`src/rtl/regfile_dump_reader_if.sv`:
```
`default_nettype none
// ============================================================================
// Module   : regfile_dump_reader_if
// Purpose  : Dump-stream bundle between the register file dump reader and
//            its debug/trace consumer (start/busy/done plus valid/ready beat).
// Revision : 1.0  initial release
// ============================================================================
interface regfile_dump_reader_if #(
    parameter int WIDTH  = 32,
    parameter int ADDR_W = 5
);
    logic              dumpStart;
    logic              dumpReady;
    logic              dumpValid;
    logic [ADDR_W-1:0] dumpAddr;
    logic [WIDTH-1:0]  dumpData;
    logic              dumpBusy;
    logic              dumpDone;

    // Register file side: produces the beats.
    modport master (
        input  dumpStart,
        input  dumpReady,
        output dumpValid,
        output dumpAddr,
        output dumpData,
        output dumpBusy,
        output dumpDone
    );

    // Consumer side: requests the dump and accepts beats.
    modport slave (
        output dumpStart,
        output dumpReady,
        input  dumpValid,
        input  dumpAddr,
        input  dumpData,
        input  dumpBusy,
        input  dumpDone
    );
endinterface
`default_nettype wire

```
`src/rtl/regfile_dump_reader.sv`:
```
`default_nettype none
// ============================================================================
// Module   : regfile_dump_reader
// Purpose  : MIPS GPR file, one write port, two combinational read ports with
//            same-cycle write bypass, and a sequential dump reader streaming
//            (address, data) beats over a valid/ready handshake.
// Revision : 1.0  initial release
// ============================================================================
module regfile_dump_reader #(
    parameter int WIDTH  = 32,
    parameter int DEPTH  = 32,
    parameter int ADDR_W = 5
) (
    input  wire logic              clk,
    input  wire logic              reset,
    input  wire logic              write,
    input  wire logic [ADDR_W-1:0] writeReg,
    input  wire logic [WIDTH-1:0]  writeData,
    input  wire logic [ADDR_W-1:0] readReg1,
    input  wire logic [ADDR_W-1:0] readReg2,
    output logic      [WIDTH-1:0]  readData1,
    output logic      [WIDTH-1:0]  readData2,
    regfile_dump_reader_if.master  dump
);

    localparam logic [ADDR_W:0]   c_depth = (ADDR_W+1)'(DEPTH);
    localparam logic [ADDR_W-1:0] c_last  = ADDR_W'(DEPTH - 1);

    localparam logic [1:0] c_st_idle = 2'd0;
    localparam logic [1:0] c_st_load = 2'd1;
    localparam logic [1:0] c_st_send = 2'd2;
    localparam logic [1:0] c_st_done = 2'd3;

    logic [WIDTH-1:0]  r_regs [DEPTH];
    logic [1:0]        r_state;
    logic [ADDR_W-1:0] r_ptr;
    logic              r_valid;
    logic [ADDR_W-1:0] r_addr;
    logic [WIDTH-1:0]  r_data;
    logic              r_busy;
    logic              r_done;

    logic              w_write_ok;
    logic [WIDTH-1:0]  w_load_data;

    // Register 0 and indices beyond DEPTH are not real storage.
    function automatic logic addr_ok(input logic [ADDR_W-1:0] a);
        return (a != '0) && ({1'b0, a} < c_depth);
    endfunction

    // Read value seen by any read port: zero for unbacked addresses, the
    // in-flight write data when it targets the same register, else storage.
    function automatic logic [WIDTH-1:0] read_value(
        input logic [ADDR_W-1:0] a,
        input logic [WIDTH-1:0]  stored,
        input logic              wen,
        input logic [ADDR_W-1:0] wreg,
        input logic [WIDTH-1:0]  wdata
    );
        if (!addr_ok(a))
            return '0;
        else if (wen && (wreg == a))
            return wdata;
        else
            return stored;
    endfunction

    assign w_write_ok  = write && addr_ok(writeReg);
    assign readData1   = read_value(readReg1, r_regs[readReg1], write, writeReg, writeData);
    assign readData2   = read_value(readReg2, r_regs[readReg2], write, writeReg, writeData);
    // The dump snapshot obeys the same bypass rules as the read ports.
    assign w_load_data = read_value(r_ptr, r_regs[r_ptr], write, writeReg, writeData);

    assign dump.dumpValid = r_valid;
    assign dump.dumpAddr  = r_addr;
    assign dump.dumpData  = r_data;
    assign dump.dumpBusy  = r_busy;
    assign dump.dumpDone  = r_done;

    // Register storage: cleared by reset, written only for real registers.
    always_ff @(posedge clk or posedge reset) begin
        if (reset) begin
            for (int i = 0; i < DEPTH; i++)
                r_regs[i] <= '0;
        end else if (w_write_ok) begin
            r_regs[writeReg] <= writeData;
        end
    end

    // Dump sequencer: LOAD snapshots one register, SEND holds it until taken.
    always_ff @(posedge clk or posedge reset) begin
        if (reset) begin
            r_state <= c_st_idle;
            r_ptr   <= '0;
            r_valid <= 1'b0;
            r_addr  <= '0;
            r_data  <= '0;
            r_busy  <= 1'b0;
            r_done  <= 1'b0;
        end else begin
            case (r_state)
                c_st_idle: begin
                    if (dump.dumpStart) begin
                        r_ptr   <= '0;
                        r_busy  <= 1'b1;
                        r_state <= c_st_load;
                    end
                end
                c_st_load: begin
                    r_addr  <= r_ptr;
                    r_data  <= w_load_data;
                    r_valid <= 1'b1;
                    r_state <= c_st_send;
                end
                c_st_send: begin
                    if (r_valid && dump.dumpReady) begin
                        r_valid <= 1'b0;
                        if (r_ptr == c_last) begin
                            r_done  <= 1'b1;
                            r_state <= c_st_done;
                        end else begin
                            r_ptr   <= r_ptr + 1'b1;
                            r_state <= c_st_load;
                        end
                    end
                end
                c_st_done: begin
                    r_done  <= 1'b0;
                    r_busy  <= 1'b0;
                    r_state <= c_st_idle;
                end
                default: begin
                    r_state <= c_st_idle;
                end
            endcase
        end
    end

endmodule
`default_nettype wire

```
`src/flat_wrapper.sv`:
```
// flat-port wrapper written by rule: the top's interface ports become plain ports
module regfile_dump_reader_flat 
#(
    parameter int WIDTH  = 32,
    parameter int DEPTH  = 32,
    parameter int ADDR_W = 5
)
  (clk, reset, write, writeReg, writeData, readReg1, readReg2, readData1, readData2, dump_dumpStart, dump_dumpReady, dump_dumpValid, dump_dumpAddr, dump_dumpData, dump_dumpBusy, dump_dumpDone);
  regfile_dump_reader_if #(.WIDTH(WIDTH), .ADDR_W(ADDR_W)) dump_i ();
  input  wire logic clk;
  input  wire logic reset;
  input  wire logic write;
  input  wire logic [ADDR_W-1:0] writeReg;
  input  wire logic [WIDTH-1:0] writeData;
  input  wire logic [ADDR_W-1:0] readReg1;
  input  wire logic [ADDR_W-1:0] readReg2;
  output logic      [WIDTH-1:0] readData1;
  output logic      [WIDTH-1:0] readData2;
  input wire logic [$bits(dump_i.dumpStart)-1:0] dump_dumpStart;
  input wire logic [$bits(dump_i.dumpReady)-1:0] dump_dumpReady;
  output wire logic [$bits(dump_i.dumpValid)-1:0] dump_dumpValid;
  output wire logic [$bits(dump_i.dumpAddr)-1:0] dump_dumpAddr;
  output wire logic [$bits(dump_i.dumpData)-1:0] dump_dumpData;
  output wire logic [$bits(dump_i.dumpBusy)-1:0] dump_dumpBusy;
  output wire logic [$bits(dump_i.dumpDone)-1:0] dump_dumpDone;
  assign dump_i.dumpStart = dump_dumpStart;
  assign dump_i.dumpReady = dump_dumpReady;
  assign dump_dumpValid = dump_i.dumpValid;
  assign dump_dumpAddr = dump_i.dumpAddr;
  assign dump_dumpData = dump_i.dumpData;
  assign dump_dumpBusy = dump_i.dumpBusy;
  assign dump_dumpDone = dump_i.dumpDone;
  regfile_dump_reader #(.WIDTH(WIDTH), .DEPTH(DEPTH), .ADDR_W(ADDR_W)) u_core (.clk(clk), .reset(reset), .write(write), .writeReg(writeReg), .writeData(writeData), .readReg1(readReg1), .readReg2(readReg2), .readData1(readData1), .readData2(readData2), .dump(dump_i));
endmodule
```
`config.mk`:
```
export PLATFORM = sky130hd
export DESIGN_NAME = regfile_dump_reader_flat
export DESIGN_NICKNAME = d
export VERILOG_FILES = /design/src/rtl/regfile_dump_reader_if.sv /design/src/rtl/regfile_dump_reader.sv /design/src/flat_wrapper.sv
export SDC_FILE = /design/constraint.sdc
export NUM_CORES = 2
export LEC_CHECK = 0
export ABC_CLOCK_PERIOD_IN_PS = 48900
export CAP_MARGIN = 10
export CELL_PAD_IN_SITES_DETAIL_PLACEMENT = 1
export CELL_PAD_IN_SITES_GLOBAL_PLACEMENT = 1
export CORE_MARGIN = 1
export CORE_UTILIZATION = 40
export DETAILED_ROUTE_END_ITERATION = 7
export PLACE_DENSITY_LB_ADDON = 0.1
export SYNTH_ARGS = -nofsm -noshare
export SYNTH_HDL_FRONTEND = slang
export SYNTH_SLANG_ARGS = --single-unit
```
`constraint.sdc`:
```
create_clock -name clk -period 48.9 [get_ports clk]
set_input_delay 9.78 -clock clk [delete_from_list [all_inputs] [get_ports clk]]
set_output_delay 9.78 -clock clk [all_outputs]
set_load 0.005 [all_outputs]
```
==> impl_summary.txt <==
----------------------------------------------------
[Worst setup path]
  Critical setup path kind ... primary input to output port
  Critical path launch point ... writeReg[3]
  Worst flop-to-flop path endpoint ... u_core.dump.dumpData[11]
  Reg2reg setup slack ... 44.15 ns
  Kind of start point of the critical path ... primary input
  Critical Path Fanout Max ... 22
  Worst-case reg-to-reg path depth ... 7
  Kind of capture point of the worst setup path ... output port
  Worst endpoint data arrival time ... 14.83 ns
  R2R Path Start ... u_core.r_ptr[4]
  Required time of the critical path ... 39.12 ns

[STA]
  Final hold violation count ... 0
  Final setup TNS ... 0 ns
  Final-report setup violation count ... 0
  Setup clock skew after layout ... 0.03108 ns
  Shortest period the worst path allows ... 24.61 ns
  Final setup margin ... 24.29 ns
  Setup repair after global routing missed its margin ... no
  Worst max-slew margin expressed relative to the limit ... 10.27%
  Slew at the pin closest to its max-slew limit ... 1.338 ns
  Ratio of final minimum period to clock period ... 50.33%
  Pins over their slew limit ... 0
  Peak Freq ... 0.04063 GHz
  Final hold slack ... 0.4134 ns

[Routing]
  Per-cell via count in the routed design ... 6.872
  Detailed-route DRC error count ... 0
  Number of DRC markers in iteration 0 ... 4888
  First-pass DRT Iterations ... 8
  Residual antenna-violating net count after detailed routing ... 0
  Wire length after detailed routing ... 273.7 mm
  Detailed-route wire length per cell ... 40.88 µm
  Overall via count from detail_route ... 46007

[Global route]
  Initial antenna violation count ... 11
  Pin count of the biggest net entering global routing ... 153
  Vias in the first global route ... 46970
  First-pass GRT wire length ... 388.3 mm
  Global-route usage over all layers ... 33.92%
  Overflow left after global routing ... 0

[Place]
  Detailed placer's ending HPWL ... 160.2 mm
  Number of buffers added on ports ... 155
  Worst slack at placement ... 24.46 ns
  Global placement routability congestion ... 0.8347

[Synthesis]
  Mean area per synthesized cell ... 14.39 µm²
  Synthesized flop and latch total ... 1071
  Share of the synthesized area in the top cell type ... 41.44%
  Commonest register cell after synthesis ... dfrtp_1
  Leading post-synthesis cells by cell area ... dfrtp_1, mux4_2, mux2_2, clkbuf_1, nand2_1
  Sequential area share after synthesis ... 41.44%
  Number of nets produced by synthesis ... 4549
  Largest area contributor in the synthesized netlist ... dfrtp_1
  Share of synthesized registers carrying an async set or reset ... 100.0%
  Unique cell type count in the Yosys netlist ... 62
  Total number of yosys warnings ... 0
  Cell with the most instances after synthesis ... dfrtp_1
  Number of enable-type register cells in the synthesized netlist ... 0
  Gate count of the mapped netlist ... 4494
  Netlist area before placement ... 64670 µm²
  Most frequent cells after synthesis ... dfrtp_1, mux2_2, mux4_2, clkbuf_1, nand2_1

[Clock network]
  Post-CTS resize count ... 0
  Post-CTS setup buffer count ... 0
  Clock sink total ... 1071
  H-Tree Depth ... 4
  Clock input transition at the sequential cells of the worst setup and hold paths ... 0.05 ns
  Clock root buffer ... clkbuf_16
  CTS max path bufs ... 3
  Clock tree from TritonCTS ... yes
  Clock buffer count from CTS ... 136
  Clock insertion delay at the later pin of the skew report ... 0.78 ns
  Hold buffer count at cts ... 0

[Power and ir drop]
  PD cells ... 43.73 nW/µm²
  Design Power ... 0.003191 W
  Total leakage power ... 29.79 nW
  Worst supply voltage drop on vdd ... 0.03285 mV

[Cells and area]
  Filler cells ... 15646
  Layout cells sized above 1 ... 49.72%
  Growth of design area from synthesis to finish ... 12.83%
  Final core area utilization ... 45.44%
  Layout net count ... 4476

[Die]
  Initial standard-cell utilization of the core ... 40.28%
  Die height ... 404.1 µm
  Total I/O pin count ... 156
  Total number of placement rows ... 147
  Die W ... 404.1 µm
  Die area ... 163300 µm²
  Placeable Area ... 160600 µm²

[Worst hold path]
  Hold Crit Endpoint ... u_core.r_regs[1022]
  Type of the tightest min-delay check ... flop to flop
  Count of cells along the worst hold path ... 0
  Hold path startpoint ... u_core.r_regs[1022]

[Outcome]
  Status ... finished clean

[Flow run]
  Count of maximum capacitance violations ... 0

----------------------------------------------------
cell families after synthesis:
| kind of cell | Yosys count | share of synthesized area [%] |
|---|---|---|
| AOI/OAI and AO/OA | 505 | 5.690 |
| xor gates and xnor gates | 16 | 0.2167 |
| adders and majority gates | 3 | 0.05805 |
| buffers and inverters | 539 | 3.639 |
| DFF | 1071 | 41.44 |
| muxes | 1874 | 45.64 |
| and+or+nand+nor | 486 | 3.316 |
routing by layer:
layer	up-vias	track usage, %	share of wire, %
met2	2100	51.40	46
met1	25666	48.31	42
li1	17741	-	-
met3	494	6.315	7.8
met4	6	13.10	4.2
met5	-	0	0.0084
stage by stage:
stage                     cells  cell area (µm²)
after floorplan            4494            64670
after global placement     6442            68300
after CTS                  6688            72950
after detailed placement   6442            68300
after global routing       6689            72950
final                      6695            72970
layout by cell type, fill, tap and decap left out, drive strengths merged, types with 9 or more instances in the layout:
master,count
mux4,756
a22oi,79
mux2i,82
inv,13
o221ai,19
nor2b,9
a21oi,41
nor2,60
a221oi,26
o22ai,108
clkinv,33
mux2,1036
o21ai,71
a222oi,32
o211ai,37
a31oi,11
clkbuf,197
clkdlybuf4s50,147
nand2,266
nand3,79
dfrtp,1071
bufinv,12
nor3,13
xor2,13
buf,168
o2111a,32
a211oi,9
a221o,9
or2,10
how the worst max path moves through the flow:
stage                                         end  slack (ns)  cells after the start
final                               readData2[31]       24.29                      8
after CTS                           readData2[31]       24.43                      8
after detailed placement            readData2[31]       24.46                      8
after global routing                readData2[31]       24.29                      8
after floorplan           u_core.dump.dumpAddr[0]        8.97                      1
after global placement              readData2[31]       24.47                      8
layout make-up:
cell class	count	area, µm²	area share, %
Antenna cell	6	15.01	0.02058
Clock buffer	196	4018	5.506
Clock inverter	50	628.1	0.8608
Inverter	12	58.81	0.08060
Multi-Input combinational cell	2884	35900	49.20
Sequential cell	1071	26820	36.75
Tap cell	2160	2703	3.704
Timing Repair Buffer	316	2825	3.872
flip-flops by register name, indices dropped and copies added (netlist names):
name / cells
u_core.dump.dumpValid: 1
u_core.dump.dumpData: 32
u_core.dump.dumpDone: 1
u_core.dump.dumpBusy: 1
u_core.r_regs: 1024
u_core.r_ptr: 5
u_core.dump.dumpAddr: 5
u_core.r_state: 2
critical path, stage by stage:
cell and delay [ns]:
clkdlybuf4s50_1 0.75, xor2_1 0.31, nor4_1 0.92, nand2_2 0.80, buf_4 0.54, o21a_1 0.17
a31oi_1 0.86, clkdlybuf4s50_1 0.68
where the power goes:
group	total, W	switching, W	leakage [nW]	internal (W)
sequential	0.00123	0.000178	13.8	0.00105
combinational	0.000900	0.000394	13.7	0.000506
clock	0.00106	0.000424	2.29	0.000635
No activity file was read; power rests on OpenSTA's default activity.
